**src/rtl/dmem_arbiter.sv**
```systemverilog
// Round-robin arbiter sharing a single-port word memory between two requesters,
// with read-modify-write for byte-enable stores. Define DMEM_ARB_FIXED_PRIO_EN for fixed port-0 priority.
module dmem_arbiter #(
    parameter int ADDR_WIDTH = 8
) (
    input  logic                  clk,
    input  logic                  rst,
    input  logic                  p0_valid,
    output logic                  p0_ready,
    input  logic                  p0_we,
    input  logic [3:0]            p0_be,
    input  logic [ADDR_WIDTH-1:0] p0_addr,
    input  logic [31:0]           p0_wdata,
    output logic                  p0_rsp_valid,
    input  logic                  p1_valid,
    output logic                  p1_ready,
    input  logic                  p1_we,
    input  logic [3:0]            p1_be,
    input  logic [ADDR_WIDTH-1:0] p1_addr,
    input  logic [31:0]           p1_wdata,
    output logic                  p1_rsp_valid,
    output logic [31:0]           rsp_rdata,
    output logic                  mem_read_en,
    output logic                  mem_write_en,
    output logic [ADDR_WIDTH-1:0] mem_addr,
    output logic [31:0]           mem_write_data,
    input  logic [31:0]           mem_read_data
);

    typedef enum logic {
        IDLE  = 1'b0,
        MERGE = 1'b1
    } state_t;

    state_t                  state_r;
    state_t                  state_next_s;
`ifndef DMEM_ARB_FIXED_PRIO_EN
    logic                    last_grant_r;
`endif
    logic                    grant0_s;
    logic                    grant1_s;
    logic                    accept_s;
    logic                    acc_port_s;
    logic                    sel_we_s;
    logic [3:0]              sel_be_s;
    logic [ADDR_WIDTH-1:0]   sel_addr_s;
    logic [31:0]             sel_wdata_s;
    logic                    sel_partial_s;
    logic [ADDR_WIDTH-1:0]   merge_addr_r;
    logic [31:0]             merge_data_r;
    logic                    merge_port_r;

    function automatic logic [31:0] merge_word(input logic [3:0]  be,
                                               input logic [31:0] wdata,
                                               input logic [31:0] rdata);
        logic [31:0] res;
        res = 32'h0000_0000;
        for (int i = 0; i < 4; i++) begin
            res[8*i +: 8] = be[i] ? wdata[8*i +: 8] : rdata[8*i +: 8];
        end
        return res;
    endfunction

    // Grant selection: only in IDLE and never while reset is held
    always_comb begin
        grant0_s = 1'b0;
        grant1_s = 1'b0;
        if (state_r == IDLE && !rst) begin
            if (p0_valid && p1_valid) begin
`ifdef DMEM_ARB_FIXED_PRIO_EN
                grant0_s = 1'b1;
`else
                if (last_grant_r) begin
                    grant0_s = 1'b1;
                end else begin
                    grant1_s = 1'b1;
                end
`endif
            end else begin
                grant0_s = p0_valid;
                grant1_s = p1_valid & ~p0_valid;
            end
        end else begin
            grant0_s = 1'b0;
            grant1_s = 1'b0;
        end
    end

    assign p0_ready      = grant0_s;
    assign p1_ready      = grant1_s;
    assign accept_s      = grant0_s | grant1_s;
    assign acc_port_s    = grant1_s;
    assign sel_we_s      = acc_port_s ? p1_we    : p0_we;
    assign sel_be_s      = acc_port_s ? p1_be    : p0_be;
    assign sel_addr_s    = acc_port_s ? p1_addr  : p0_addr;
    assign sel_wdata_s   = acc_port_s ? p1_wdata : p0_wdata;
    assign sel_partial_s = sel_we_s && (sel_be_s != 4'h0) && (sel_be_s != 4'hF);

    // State register
    always_ff @(posedge clk) begin
        if (rst) begin
            state_r <= IDLE;
        end else begin
            state_r <= state_next_s;
        end
    end

    // Next-state logic: only a partial store detours through MERGE
    always_comb begin
        state_next_s = IDLE;
        case (state_r)
            IDLE: begin
                if (accept_s && sel_partial_s) begin
                    state_next_s = MERGE;
                end else begin
                    state_next_s = IDLE;
                end
            end
            MERGE:   state_next_s = IDLE;
            default: state_next_s = IDLE;
        endcase
    end

    // Memory strobe generation; all fields zero when no access is made
    always_comb begin
        mem_read_en    = 1'b0;
        mem_write_en   = 1'b0;
        mem_addr       = '0;
        mem_write_data = 32'h0000_0000;
        case (state_r)
            IDLE: begin
                if (accept_s && !sel_we_s) begin
                    mem_read_en = 1'b1;
                    mem_addr    = sel_addr_s;
                end else if (accept_s && sel_be_s == 4'hF) begin
                    mem_write_en   = 1'b1;
                    mem_addr       = sel_addr_s;
                    mem_write_data = sel_wdata_s;
                end else if (accept_s && sel_partial_s) begin
                    mem_read_en = 1'b1;
                    mem_addr    = sel_addr_s;
                end else begin
                    mem_read_en = 1'b0;
                end
            end
            MERGE: begin
                if (!rst) begin
                    mem_write_en   = 1'b1;
                    mem_addr       = merge_addr_r;
                    mem_write_data = merge_data_r;
                end else begin
                    mem_write_en = 1'b0;
                end
            end
            default: mem_write_en = 1'b0;
        endcase
    end

`ifndef DMEM_ARB_FIXED_PRIO_EN
    // Round-robin history, updated on every accept
    always_ff @(posedge clk) begin
        if (rst) begin
            last_grant_r <= 1'b1;
        end else if (accept_s) begin
            last_grant_r <= acc_port_s;
        end
    end
`endif

    // Response pulses, load data and the pending merge context
    always_ff @(posedge clk) begin
        if (rst) begin
            p0_rsp_valid <= 1'b0;
            p1_rsp_valid <= 1'b0;
            rsp_rdata    <= 32'h0000_0000;
            merge_addr_r <= '0;
            merge_data_r <= 32'h0000_0000;
            merge_port_r <= 1'b0;
        end else begin
            p0_rsp_valid <= 1'b0;
            p1_rsp_valid <= 1'b0;
            if (accept_s && sel_partial_s) begin
                merge_addr_r <= sel_addr_s;
                merge_data_r <= merge_word(sel_be_s, sel_wdata_s, mem_read_data);
                merge_port_r <= acc_port_s;
            end else if (accept_s) begin
                p0_rsp_valid <= ~acc_port_s;
                p1_rsp_valid <= acc_port_s;
                rsp_rdata    <= sel_we_s ? 32'h0000_0000 : mem_read_data;
            end else if (state_r == MERGE) begin
                p0_rsp_valid <= ~merge_port_r;
                p1_rsp_valid <= merge_port_r;
                rsp_rdata    <= 32'h0000_0000;
            end
        end
    end

endmodule

```
**config.mk**
```make
export PLATFORM = sky130hd
export DESIGN_NAME = dmem_arbiter
export DESIGN_NICKNAME = d
export VERILOG_FILES = /design/src/rtl/dmem_arbiter.sv
export SDC_FILE = /design/constraint.sdc
export NUM_CORES = 1
export LEC_CHECK = 0
export BUFFER_PORTS_ARGS = -buffer_cell sky130_fd_sc_hd__buf_2
export CORE_MARGIN = 3
export CORE_UTILIZATION = 50
export DETAILED_ROUTE_END_ITERATION = 8
export MAX_ROUTING_LAYER = met4
export PLACE_DENSITY_LB_ADDON = 0.25
export REMOVE_ABC_BUFFERS = 1
export SLEW_MARGIN = 20
export SYNTH_ARGS = -nofsm -noshare
export SYNTH_HDL_FRONTEND = slang
export SYNTH_SLANG_ARGS = --single-unit
```
**constraint.sdc**
```tcl
create_clock -name clk -period 4.7 [get_ports clk]
set_input_delay 0.705 -clock clk [delete_from_list [all_inputs] [get_ports clk]]
set_output_delay 0.705 -clock clk [all_outputs]
set_load 0.01 [all_outputs]
```
* Word level (Yosys, flattened, before mapping)
Index checks and enable logic that the tools add are counted.
Widths: inputs -> output; s select.
** Operators by class
- Reductions and logical operators :: 13
- Bitwise gates (word level) :: 7
- Equality and inequality tests :: 2
- Muxes and demuxes :: 39
** Operators by type and width (count)
- $mux 32 :: 7
- $mux 8 :: 9
- $pmux 32 s2 :: 1
- $mux 1 :: 18
- $pmux 8 s2 :: 1
- $logic_and 1x1->1 :: 7
- $not 1->1 :: 5
- $eq 4x4->1 const B :: 1
- $mux 4 :: 1
- $ne 4x4->1 const B :: 1
- $pmux 1 s2 :: 2
- $reduce_bool 4->1 :: 1
- $logic_not 1->1 :: 2
- $reduce_and 2->1 :: 1
- $reduce_bool 2->1 :: 1
- $reduce_or 2->1 :: 1
- $and 1x1->1 :: 1
- $or 1x1->1 :: 1
** Storage, ports and cells
- Output and inout port bits :: 78
- Bits in registers :: 77
- Word-level logic and storage cells :: 69
- Input port bits :: 126

* Longest topological paths before layout
- Word-level depth :: 13
- Gate-level depth with buffers :: 10
- Gate-level depth less buffers :: 6

* Worst setup path before layout
Ideal clock, no wire load.
- Kind :: input to output
- From :: input rst
- To :: output mem_read_en
- Cell stages on the path :: 9
- Setup slack :: 1.785 ns
- Required time :: 3.995 ns
- Data arrival time :: 2.210 ns
- Buffers on the path :: 3
- Cell sequence :: buf_6 or2_1 buf_6 o2111ai_2 a21bo_1 buf_4 nand2_4 inv_2 or2_2
** Between the ends
- Cells in the longest elaborated chain, start to end :: 12
- Elaborated cells between the ends (all ways) :: 20
- Classes of those cells :: eq/ne: 2; mux: 8; bitwise: 1; reduce/logical: 9
** Ends and longest elaborated chain
- from (decl) :: RTL line 7 : input logic rst,
- $logic_not 1->1 (*)
- $logic_and 1x1->1 (*) :: RTL line 68 : if (state_r == IDLE && !rst) begin
- $mux 1 :: RTL line 68
- $mux 4 :: RTL line 94 : assign sel_be_s = acc_port_s ? p1_be : p0_be;
- $reduce_bool 4->1 :: RTL line 97 : assign sel_partial_s = sel_we_s && (sel_be_s != 4'h0) && (sel_be_s != 4'hF);
- $logic_and 1x1->1 (2 in a row) :: RTL line 97
- $logic_and 1x1->1 :: RTL line 139 : end else if (accept_s && sel_partial_s) begin
- $mux 1 :: RTL line 139
- $mux 1 :: RTL line 135 : end else if (accept_s && sel_be_s == 4'hF) begin
- $mux 1 (*) :: RTL line 132 : if (accept_s && !sel_we_s) begin
- $mux 1 (*) :: RTL line 130 : case (state_r)
- to (decl) :: RTL line 23 : output logic mem_read_en,
Every way passes the cells marked *; elsewhere a longest branch is shown, timed or not.

* Final worst setup path
- From :: input p1_be[0]
- To :: output mem_read_en
** Between the ends
- Cells in the longest elaborated chain, start to end :: 9
- Elaborated cells between the ends (all ways) :: 12
- Classes of those cells :: eq/ne: 2; mux: 5; reduce/logical: 5
** Ends and longest elaborated chain
- from (decl) :: RTL line 18 : input logic [3:0] p1_be,
- $mux 4 (*) :: RTL line 94
- $reduce_bool 4->1 :: RTL line 97
- $logic_and 1x1->1 (2 in a row) :: RTL line 97
- $logic_and 1x1->1 :: RTL line 139
- $mux 1 :: RTL line 139
- $mux 1 (*) :: RTL line 135
- $mux 1 (*) :: RTL line 132
- $mux 1 (*) :: RTL line 130
Marked as above.

==> impl_results.md <==
* Count of different cell masters after synthesis at 39
* Syn. warnings at 0
* Slew @ Worst Pin at ~0.98 ns
* Post-synthesis simple-gate area fraction at between 10% and 20%
* Clk sinks at 77
* Final count of negative-setup-slack endpoints at 0
* Most frequent cells after synthesis: dfxtp_1 (77), o21ai_0 (66), nand2_1 (45)
* DRC Markers at 0
* Finished Core Util at around 68%
* Synth Area per Inst at around 8.4 sq um
* Top cells by area, synth: dfxtp_1 (37%), mux2i_1 (9.6%), o21ai_0 (7.9%)
* Crit path max-delay cell type: nor4_1
* Main synth FF type: dfxtp_1
* Area leader, netlist: dfxtp_1
* CP cell instances: buf_2 -> nor4_1 -> nor4_4 -> a21bo_1 -> nand2_4 -> inv_2 -> or2_2 -> buf_2
* Die area at between 9000 and 10000 sq um
* Setup crit end kind: primary output
* Final Skew at roughly 0.016 ns
* Vias in the first global route at between 4000 and 5000
* Cell with the most instances after synthesis: dfxtp_1
* XOR/XNOR share of the synthesized area at 0%
* H-tree level count at 3
* Worst Path Class, Setup: in -> out
* FF+latch count, synth at just under 80
* CTS buffer count at 9
* Max Freq at 270 MHz
* Share of cells above drive strength 1 at 35.8%
* Synth Area in Compound Gates at ~33%
* Largest family of logic cells by synthesized area: compound AO/OA/AOI/OAI gates
* Yosys top cell area share at a little under two fifths
* WP data required at 3.99 ns
* Min cycle time layout at 3.70 ns
* Final worst setup slack at between 0.9 and 1 ns
* Chip height at roughly 100 microns
* Post-Synth Adder-Cell Area at 0%
* Maximum fanout along the worst path at 33
* Most frequent CP cell: buf_2
* Antenna Violating Nets Remaining at 0
* Starting Density at a little over half
* Clock Tree Buf Depth at 2
* CTS tree: yes
* Max_slew headroom at between 30 and 40%
* Final HPWL DP at 9.60 mm
* Setup TNS at 0 ns
* Die width at approximately 100 microns
* Crit path DAT at 3.00 ns
* Clk slew on worst S/H paths at ~0.09 ns
* Final wirelength at about 14 mm
* Post-CTS Resized at 0
* Total Power at approximately 1.6 mW
* Initial antenna violation count at 0
* Cell Area, Synth at between 4000 and 5000 sq um
* Area grow syn2layout at 29.4%
* Hold Path Class: reg -> reg
* Post-synthesis mux area share at a little under a tenth
* Port Buffers at between 200 and 250
* Drt first pass iters at 5
* Top delay family on crit path: simple AND/OR/NAND/NOR gates
* CTS Hold Buffers Added at 0
* Largest net degree at the start of global routing at 43
* CP bufs+invs at 3
* GRT Overall Usage at between 20 and 30%
* Setup WS pre-CTS at about 1.0 ns
* Critical path's largest stage delay at 0.68 ns
* Final nets at 808
* Gpl congestion at between 0.8 and 0.9
* Vias per cell at 5.87
* Worst skew pair latency at 0.34 ns
* Root buf cell: clkbuf_8
* WL/cell at around 17 microns
* Fin crit share at between 70% and 80%
* Wire length of the first global-routing pass at between 20 and 25 mm
* N_diodes at 0
* Power Dens Cells at ~300 nW/um^2
* Worst Setup Start Kind: input pin
* Worst VDD drop at about 0.16 mV
* Status: finished, final reports clean
* Rows at 32
* Slew Limit Fails at 0
* Fraction of registers with async set/reset at 0%
* Number of synthesized flops with an enable pin at 0
* P_leak at 2.67 nW
* Final Hold Viols at 0
* RSZ-0062 raised after global routing: false
* Cells after Synth at between 400 and 500
* DRT iter0 DRCs at approximately 240
* Via count at about 4600
* Max Cap Viol at 0
* Post CTS Setup Buffer Count at 0
* Grt total ovfl at 0
* Hold Slack at between 0.4 and 0.5 ns
* Core region area at 7930 sq um
* IO Pins at approximately 200
* Sequential fraction of the synthesis area at between 30% and 40%
## through the flow
step	cell area, sq um	instances
after floorplan	3980	461
after global placement	5210	773
after detailed placement	5210	773
after CTS	5410	789
after global routing	5410	789
final	5410	789
## cell usage in the layout (no fill, tap or decap), types with 2 or more instances in the layout
master / netlist / final
buf_2: 4 / 203
and3_1: 2 / 2
nand2_1: 45 / 44
clkbuf_1: 25 / 2
o21ai_2: 0 / 2
clkbuf_8: 0 / 10
nand2b_1: 3 / 3
o21ai_1: 12 / 10
dfxtp_1: 77 / 77
o31ai_1: 32 / 32
nor3_1: 4 / 4
o21ai_0: 66 / 66
inv_1: 2 / 2
a21boi_2: 2 / 2
nor2_1: 38 / 38
nor2b_1: 33 / 32
inv_2: 2 / 2
o22ai_1: 32 / 32
buf_4: 1 / 7
a21oi_1: 11 / 11
a211oi_2: 8 / 7
clkinv_2: 0 / 2
mux2i_1: 40 / 40
a22o_1: 32 / 32
nand3_1: 5 / 5
## path summary, 6_finish.rpt
| check | start | end | slack, ns | cells after the start |
|---|---|---|---|---|
| worst max-delay path | p1_be[0] | mem_read_en | 1.0 | 8 |
| worst min-delay path | rsp_rdata[23] | rsp_rdata[23] | 0.47 | 1 |
| worst max register to register | state_r | rsp_rdata[28] | 2.29 | 5 |
| worst min register to register | rsp_rdata[23] | rsp_rdata[23] | 0.47 | 1 |
## state kept, by name, indices dropped and copies added (netlist names)
signal / count
rsp_rdata: 32
last_grant_r: 1
merge_data_r: 32
state_r: 1
p1_rsp_valid: 1
merge_port_r: 1
p0_rsp_valid: 1
merge_addr_r: 8
## cell type report
cell class / count / area (sq um)
flip-flops and latches: 77 / 1540
well taps: 102 / 128
multi-input cells: 380 / 2460
inverters: 4 / 15.0
repair buffers: 210 / 1070
clock buffers: 12 / 145
clock inverters: 4 / 47.5
fillers: 691 / 2520
## logic make-up (layout without fill, tap and decap cells)
family,count (synthesis),in the layout
flops,77,77
mux,40,40
compound gates,202,202
buf+inv,41,230
simple gates,138,138
## routing by layer
| metal | GRT usage (%) | vias to the layer above | share of wire [%] |
|---|---|---|---|
| li1 | - | 2214 | - |
| met1 | 35.5 | 2174 | 43 |
| met2 | 47.2 | 232 | 48 |
| met3 | 4.38 | 10 | 8.1 |
| met4 | 7.45 | 0 | 0.93 |
| met5 | - | - | 0 |
## worst reg2reg max path, delay by kind of cell (launching register included)
family / cells / cell delay, ns
and+or+nand+nor: 2 / 0.80
AOI/OAI and AO/OA: 3 / 1.18
DFF: 1 / 0.39
## power breakdown
group	total, mW	internal, mW	switching (mW)
sequential	0.739	0.709	0.0294
combinational	0.366	0.157	0.209
clock	0.501	0.259	0.242
total	1.61	1.13	0.481
Power figures use the tool's default switching activity.
